<file path="src/rtl/serial_word_reader.sv">
`timescale 1ns/1ps
// serial_word_reader: deserialises one bit-serial store word per request
// and holds it under a valid/ack handshake, with local digit/beat timing.
module serial_word_reader #(
    parameter int WORD_LENGTH  = 20,
    parameter int FLYBACK_TIME = 2,
    parameter int DIGIT_BITS   = 5
) (
    input  logic                   clk,
    input  logic                   rst_n,
    input  logic                   data_in,
    input  logic                   beat_sync,
    input  logic                   capture_req,
    input  logic                   word_ack,
    output logic [WORD_LENGTH-1:0] word_out,
    output logic                   word_valid,
    output logic                   busy,
    output logic                   flyback,
    output logic [DIGIT_BITS-1:0]  digit,
    output logic                   overrun
);

    localparam int BEAT_LEN = WORD_LENGTH + FLYBACK_TIME;
    localparam logic [DIGIT_BITS-1:0] LAST_DIGIT = DIGIT_BITS'(BEAT_LEN - 1);
    localparam logic [DIGIT_BITS-1:0] WORD_LAST  = DIGIT_BITS'(WORD_LENGTH - 1);
    localparam logic [DIGIT_BITS-1:0] FLY_FIRST  = DIGIT_BITS'(WORD_LENGTH);

    typedef enum logic [1:0] {
        IDLE,
        ARMED,
        SHIFT,
        HOLD
    } state_t;

    state_t state;
    state_t state_nxt;

    logic [WORD_LENGTH-2:0] shreg;
    logic                   start_ok;
    logic                   last_bit;
    logic                   sample;
    logic                   load;
    logic                   accept;

    assign start_ok   = (digit == '0) && !beat_sync;
    assign last_bit   = (digit == WORD_LAST);
    assign flyback    = (digit >= FLY_FIRST);
    assign word_valid = (state == HOLD);
    assign busy       = (state == ARMED) || (state == SHIFT);

    always_ff @(posedge clk) begin
        if (!rst_n) begin
            digit <= '0;
        end else if (beat_sync || digit == LAST_DIGIT) begin
            digit <= '0;
        end else begin
            digit <= digit + 1'b1;
        end
    end

    always_ff @(posedge clk) begin
        if (!rst_n) begin
            state <= IDLE;
        end else begin
            state <= state_nxt;
        end
    end

    always_comb begin
        state_nxt = state;
        sample    = 1'b0;
        load      = 1'b0;
        accept    = 1'b0;
        unique case (state)
            IDLE: begin
                if (capture_req) begin
                    state_nxt = ARMED;
                    accept    = 1'b1;
                end
            end
            ARMED: begin
                if (start_ok) begin
                    state_nxt = SHIFT;
                    sample    = 1'b1;
                end
            end
            SHIFT: begin
                // a resync mid-word means the bits so far belong to no beat
                if (beat_sync) begin
                    state_nxt = ARMED;
                end else begin
                    sample = 1'b1;
                    if (last_bit) begin
                        state_nxt = HOLD;
                        load      = 1'b1;
                    end
                end
            end
            HOLD: begin
                if (word_ack) begin
                    state_nxt = capture_req ? ARMED : IDLE;
                    accept    = capture_req;
                end
            end
            default: state_nxt = IDLE;
        endcase
    end

    always_ff @(posedge clk) begin
        if (!rst_n) begin
            shreg    <= '0;
            word_out <= '0;
            overrun  <= 1'b0;
        end else begin
            if (state == IDLE) begin
                shreg <= '0;
            end else if (sample) begin
                for (int i = 0; i < WORD_LENGTH - 1; i++) begin
                    if (digit == DIGIT_BITS'(i)) begin
                        shreg[i] <= data_in;
                    end
                end
            end
            // top bit goes straight from the line into the held word
            if (load) begin
                word_out <= {data_in, shreg};
            end
            if (accept) begin
                overrun <= 1'b0;
            end else if (state == HOLD && capture_req && !word_ack) begin
                overrun <= 1'b1;
            end
        end
    end

endmodule

</file>
<file path="config.mk">
export PLATFORM = sky130hd
export DESIGN_NAME = serial_word_reader
export DESIGN_NICKNAME = d
export VERILOG_FILES = /design/src/rtl/serial_word_reader.sv
export SDC_FILE = /design/constraint.sdc
export NUM_CORES = 1
export LEC_CHECK = 0
export BUFFER_PORTS_ARGS = -buffer_cell sky130_fd_sc_hd__buf_2
export CAP_MARGIN = 20
export CORE_AREA = 5 5 69 71
export DETAILED_ROUTE_END_ITERATION = 6
export DIE_AREA = 0 0 74 76
export PLACE_DENSITY = 0.81
export SKIP_LAST_GASP = 1
export SLEW_MARGIN = 5
export SYNTH_ARGS = -nofsm -noshare
export SYNTH_HDL_FRONTEND = slang
export SYNTH_SLANG_ARGS = --single-unit
</file>
<file path="constraint.sdc">
create_clock -name clk -period 2 [get_ports clk]
set_clock_uncertainty 0.1 [all_clocks]
set_input_delay 0.2 -clock clk [delete_from_list [all_inputs] [get_ports clk]]
set_output_delay 0.2 -clock clk [all_outputs]
set_load 0.005 [all_outputs]
</file>
After elaboration in Yosys (flattened, before gate mapping) --
Cells that the tools add are included.
Cells by class: add/sub/neg operators 1, magnitude comparators 1, equality and inequality tests 27, muxes and demuxes 16, bitwise operators 1, reductions and logical operators 32
Operators by type and width (number):
- 5-bit by 4-bit == test with 1-bit output (second input constant) | 8
- 2-bit AND reduction | 19
- 5-bit == test (second input constant) | 5
- 5-bit by 3-bit == test with 1-bit output (second input constant) | 4
- 5-bit by 2-bit == test with 1-bit output (second input constant) | 2
- 2-bit 2-to-1 mux | 5
- 1-bit 2-to-1 mux | 8
- 2-bit one-hot mux with 4 select lines | 1
- 2-bit inequality test (second input constant) | 3
- 2-bit OR reduction | 3
- 5-bit by 1-bit adder with 5-bit output (second input constant) | 1
- 5-bit by 1-bit == test with 1-bit output (second input constant) | 1
- 5-bit greater-or-equal comparator (second input constant) | 1
- 5-bit logical NOT | 1
- 2-bit == test (second input constant) | 2
- 1-bit one-hot mux with 2 select lines | 2
- 4-bit AND reduction | 1
- 1-bit logical AND | 3
- 3-bit inequality test (second input constant) | 1
- 2-bit by 1-bit == test with 1-bit output (second input constant) | 1
- 1-bit logical NOT | 2
- 2-bit logical NOT | 1
- 1-bit logical OR | 2
- 1-bit inverter | 1
Word-level totals: register bits after elaboration 47, input port bits 6, output and inout bits 29, logic and storage cells 101

Longest topological paths before layout --
depth after elaboration 5, depth in mapped cells 7, depth with buffers taken out 6

Worst setup path after synthesis --
OpenSTA, ideal clock, no wires.
path kind reg-to-reg, start point register state[0], end point register shreg[15], library setup time 70 ps, arrival 1625 ps, data required time 1830 ps, setup slack 205 ps, cell stages (with the launch flop) 7, path buffers 0, cells stage by stage dfxtp_1 inv_1 ha_1 and3b_1 a32o_1 a21bo_1 a21oi_1
On the way: longest elaborated chain between the ends 3
RTL lines:
- start: declaration | RTL line 35 | state_t state;
- start signal: assignment | RTL line 65 | state <= state_nxt;
- 2-bit == test / 2-bit by 1-bit == test with 1-bit output (equally long branches) | RTL line 74 | unique case (state)
- 1-bit one-hot mux with 2 select lines | RTL line 74
- 2-bit AND reduction (no line)
- end signal: indexed assignment | RTL line 120 | shreg[i] <= data_in;
- end: declaration | RTL line 38 | logic [WORD_LENGTH-2:0] shreg;
Several ways; a longest one is shown, not always the timed one. A chain may end at the register's enable or synchronous reset.

Worst setup path after layout --
start point register digit[1], end point register state[0]
On the way: longest elaborated chain between the ends 4
RTL lines:
- start: declaration | RTL line 19 | output logic [DIGIT_BITS-1:0] digit,
- start signal: assignment | RTL line 57 | digit <= digit + 1'b1;
- 5-bit logical NOT | RTL line 45 | assign start_ok = (digit == '0) && !beat_sync;
- 1-bit logical AND | RTL line 45
- 2-bit inequality test (no line)
- 4-bit AND reduction (no line) *
Every way passes the cells marked *; elsewhere a longest branch is shown, timed or not.

==> summary.txt <==
Outcome
  – Outcome: finished clean

Global routing
  – Vias in the first global route: 1732
  – Initial antenna violation count: 0
  – First-pass GRT wire length: 7670 µm
  – Total global-route track usage: 17.0%
  – Global route total overflow: 0
  – Largest net degree at the start of global routing: 26

Logic synthesis
  – Commonest cells post-synth: nand2_1 (49), dfxtp_1 (47), a21oi_1 (24), nor2_1 (24), mux2i_1 (13)
  – Mean post-synth cell area: 8.54 µm²
  – Unique cell type count in the Yosys netlist: 42
  – Synth Cell Area: 2120 µm²
  – Post-synthesis instance total: 248
  – Main combinational cell family by area after synthesis: simple AND/OR/NAND/NOR gates
  – Most used DFF post-synth: dfxtp_1
  – Largest area contributor in the netlist: dfxtp_1
  – Post-Synth Simple-Gate Area: 24.7%
  – Post-Syn Nets: 264
  – Ys async rst share: 0%
  – Complex-gate fraction of the synthesized area: 13.6%
  – Synth Area in XOR/XNOR: 0.827%
  – Top cells by area, synth: dfxtp_1 (44%), nand2_1 (8.7%), mux2i_1 (6.1%)
  – Adder-cell share of the synthesized area: 5.91%
  – Sequential element share of the synthesized area: 44.4%
  – Number of flops mapped to enable cells by yosys: 0
  – Ys Warns: 0
  – Yosys reg bits: 47
  – Share of the synthesized area in the top cell type: 44.4%
  – Most numerous cell in the Yosys netlist: nand2_1
  – Mux contribution to synthesized area: 6.14%

Setup path
  – Reg2reg path depth: 6
  – Crit Path Max Fanout: 5
  – Worst path required time: 2110 ps
  – Kind of critical path: flop to flop
  – Worst EP arrival: 2010 ps
  – Worst r2r dst: state[0]
  – Reg2Reg Launch Point: digit[1]
  – Startpoint types: flop
  – FF-to-FF setup slack: 100 ps
  – Setup crit end kind: flop

STA
  – Relative slew slack: 60.8%
  – Slew Viols, Final: 0
  – Setup_tns: 0 ps
  – Tcrit/Tclk final: 95.1%
  – Endpoints failing setup: 0
  – Final hold vios: 0
  – RSZ-0062 raised after global routing: yes
  – Fin crit period: 1900 ps
  – Max frequency: 526 MHz
  – Slew @ Worst Pin: 588 ps

Finish
  – Fill cells: 370
  – Multi-input gate area: 1100 µm²
  – P&R area growth vs syn: 18.5%
  – Seq. cell area: 943 µm²
  – Diode count: 0
  – Layout cell share with drive strength beyond 1: 22.0%
  – Total Nets Final: 301

Clock network
  – CTS buffer count: 5
  – H-tree depth: 2
  – Hold-fix buffer count after cts: 0
  – CTS tree: built
  – CTS Root Cell: clkbuf_8
  – Clock latency on the worst-skew pair: 300 ps
  – Clk sinks: 47
  – Clock slew at reported path FFs: 80 ps
  – Bufs on Longest Clock Path: 2

Floorplan
  – I/O pin count: 35
  – Die width: 74 µm
  – Die Ht: 76 µm
  – Core area: 4170 µm²
  – DIE AREA: 5620 µm²
  – Rows: 24
  – Starting Density: 50.7%

Worst hold path
  – Hold path cells: 4
  – Hold wc startpoint: word_ack
  – Worst Hold Class: input port to flop
  – Hold EP: overrun

Power
  – Power, Total: 2.28 mW
  – Leak: 1.07 nW
  – VDD IR max: 0.498 mV
  – P per Cell Area: 907 nW/µm²

Route
  – Vias: 1838
  – Wire per inst: 13.6 µm
  – Total Wirelength: 4600 µm
  – Initial drt markers: 47
  – Drt pass-1 iters: 4
  – Vias per inst: 5.44
  – Routed Antenna Nets: 0
  – DRC: 0

Run
  – Max-Cap Viols: 0

Placed design
  – Post-DP HPWL: 3220 µm
  – GPL Wtd Cong: 0.919
  – Number of port buffers: 34
[cell type report]
class | count | share of cell area, %
Sequential cell | 47 | 37.6
Clock buffer | 6 | 3.29
Tap cell | 52 | 2.59
Inverter | 9 | 1.35
Timing Repair Buffer | 44 | 9.77
Clock inverter | 2 | 1.55
Multi-Input combinational cell | 178 | 43.9
[state kept, by name, indices dropped and copies added, names as in the netlist]
| name | cells |
|---|---|
| word_out | 20 |
| overrun | 1 |
| digit | 5 |
| shreg | 19 |
| state | 2 |
[routing by layer]
layer	up-vias	track usage, %	wire, µm
met4	0	6.16	25
met2	48	28.2	2320
met1	865	20.9	2030
met5	-	0	0
li1	921	-	-
met3	4	4.09	224
[placed cells by master, fill, tap and decap left out, types with 3 or more instances in the layout]
| master | count |
|---|---|
| o211ai_1 | 3 |
| mux2i_1 | 13 |
| inv_1 | 8 |
| nand3_1 | 11 |
| ha_1 | 10 |
| buf_4 | 10 |
| a21oi_1 | 24 |
| o21ai_1 | 3 |
| dfxtp_1 | 45 |
| o31ai_1 | 3 |
| clkbuf_8 | 6 |
| nand2_1 | 49 |
| nor2_1 | 24 |
| buf_2 | 34 |
[worst max-delay path by stage]
| stage | from | to | depth (start not counted) |
|---|---|---|---|
| floorplan | state[0] | shreg[15] | 6 |
| global placement | state[0] | shreg[16] | 7 |
| detailed placement | state[0] | shreg[15] | 6 |
| CTS | digit[1] | state[1] | 6 |
| global route | digit[1] | state[1] | 6 |
| finish | digit[1] | state[0] | 6 |
[per-stage QoR]
step                      std cells  utilization [%]  setup slack, ps  hold WS, ps  instance area (µm²)
final                           338             60.1             98.0          161                 2510
after detailed placement        330             56.9              133          343                 2380
after CTS                       338             59.8              110          149                 2500
after floorplan                 248                -              205          261                 2120
after global routing            338             60.1            -12.5          167                 2510
after global placement          330             56.9              167          341                 2380
[cells by family after synthesis]
group / Yosys count
and+or+nand+nor: 109
DFF: 47
AOI/OAI and AO/OA: 44
buffers and inverters: 23
muxes: 13
adders and majority gates: 10
xor gates and xnor gates: 2
[repair_timing]
| item | CTS | global route |
|---|---|---|
| gates resized for setup | 0 | 4 |
| endpoints found under the setup margin | 0 | 4 |
| buffers inserted | 0 | 0 |
[worst max-delay path, stage by stage, from the launching register on]
cell	delay, ps
dfxtp_1	360
inv_1	90
ha_1	210
or4b_4	510
o21ai_4	160
a41oi_1	140
a311oi_1	240
[power breakdown]
group          switching [mW]  total, mW  internal [mW]  leakage, nW
registers              0.0295      0.989          0.960        0.380
clock network           0.325      0.736          0.411       0.0618
logic                   0.332      0.551          0.219        0.630
total                   0.686       2.28           1.59         1.07
(Power assumes the default switching activity.)
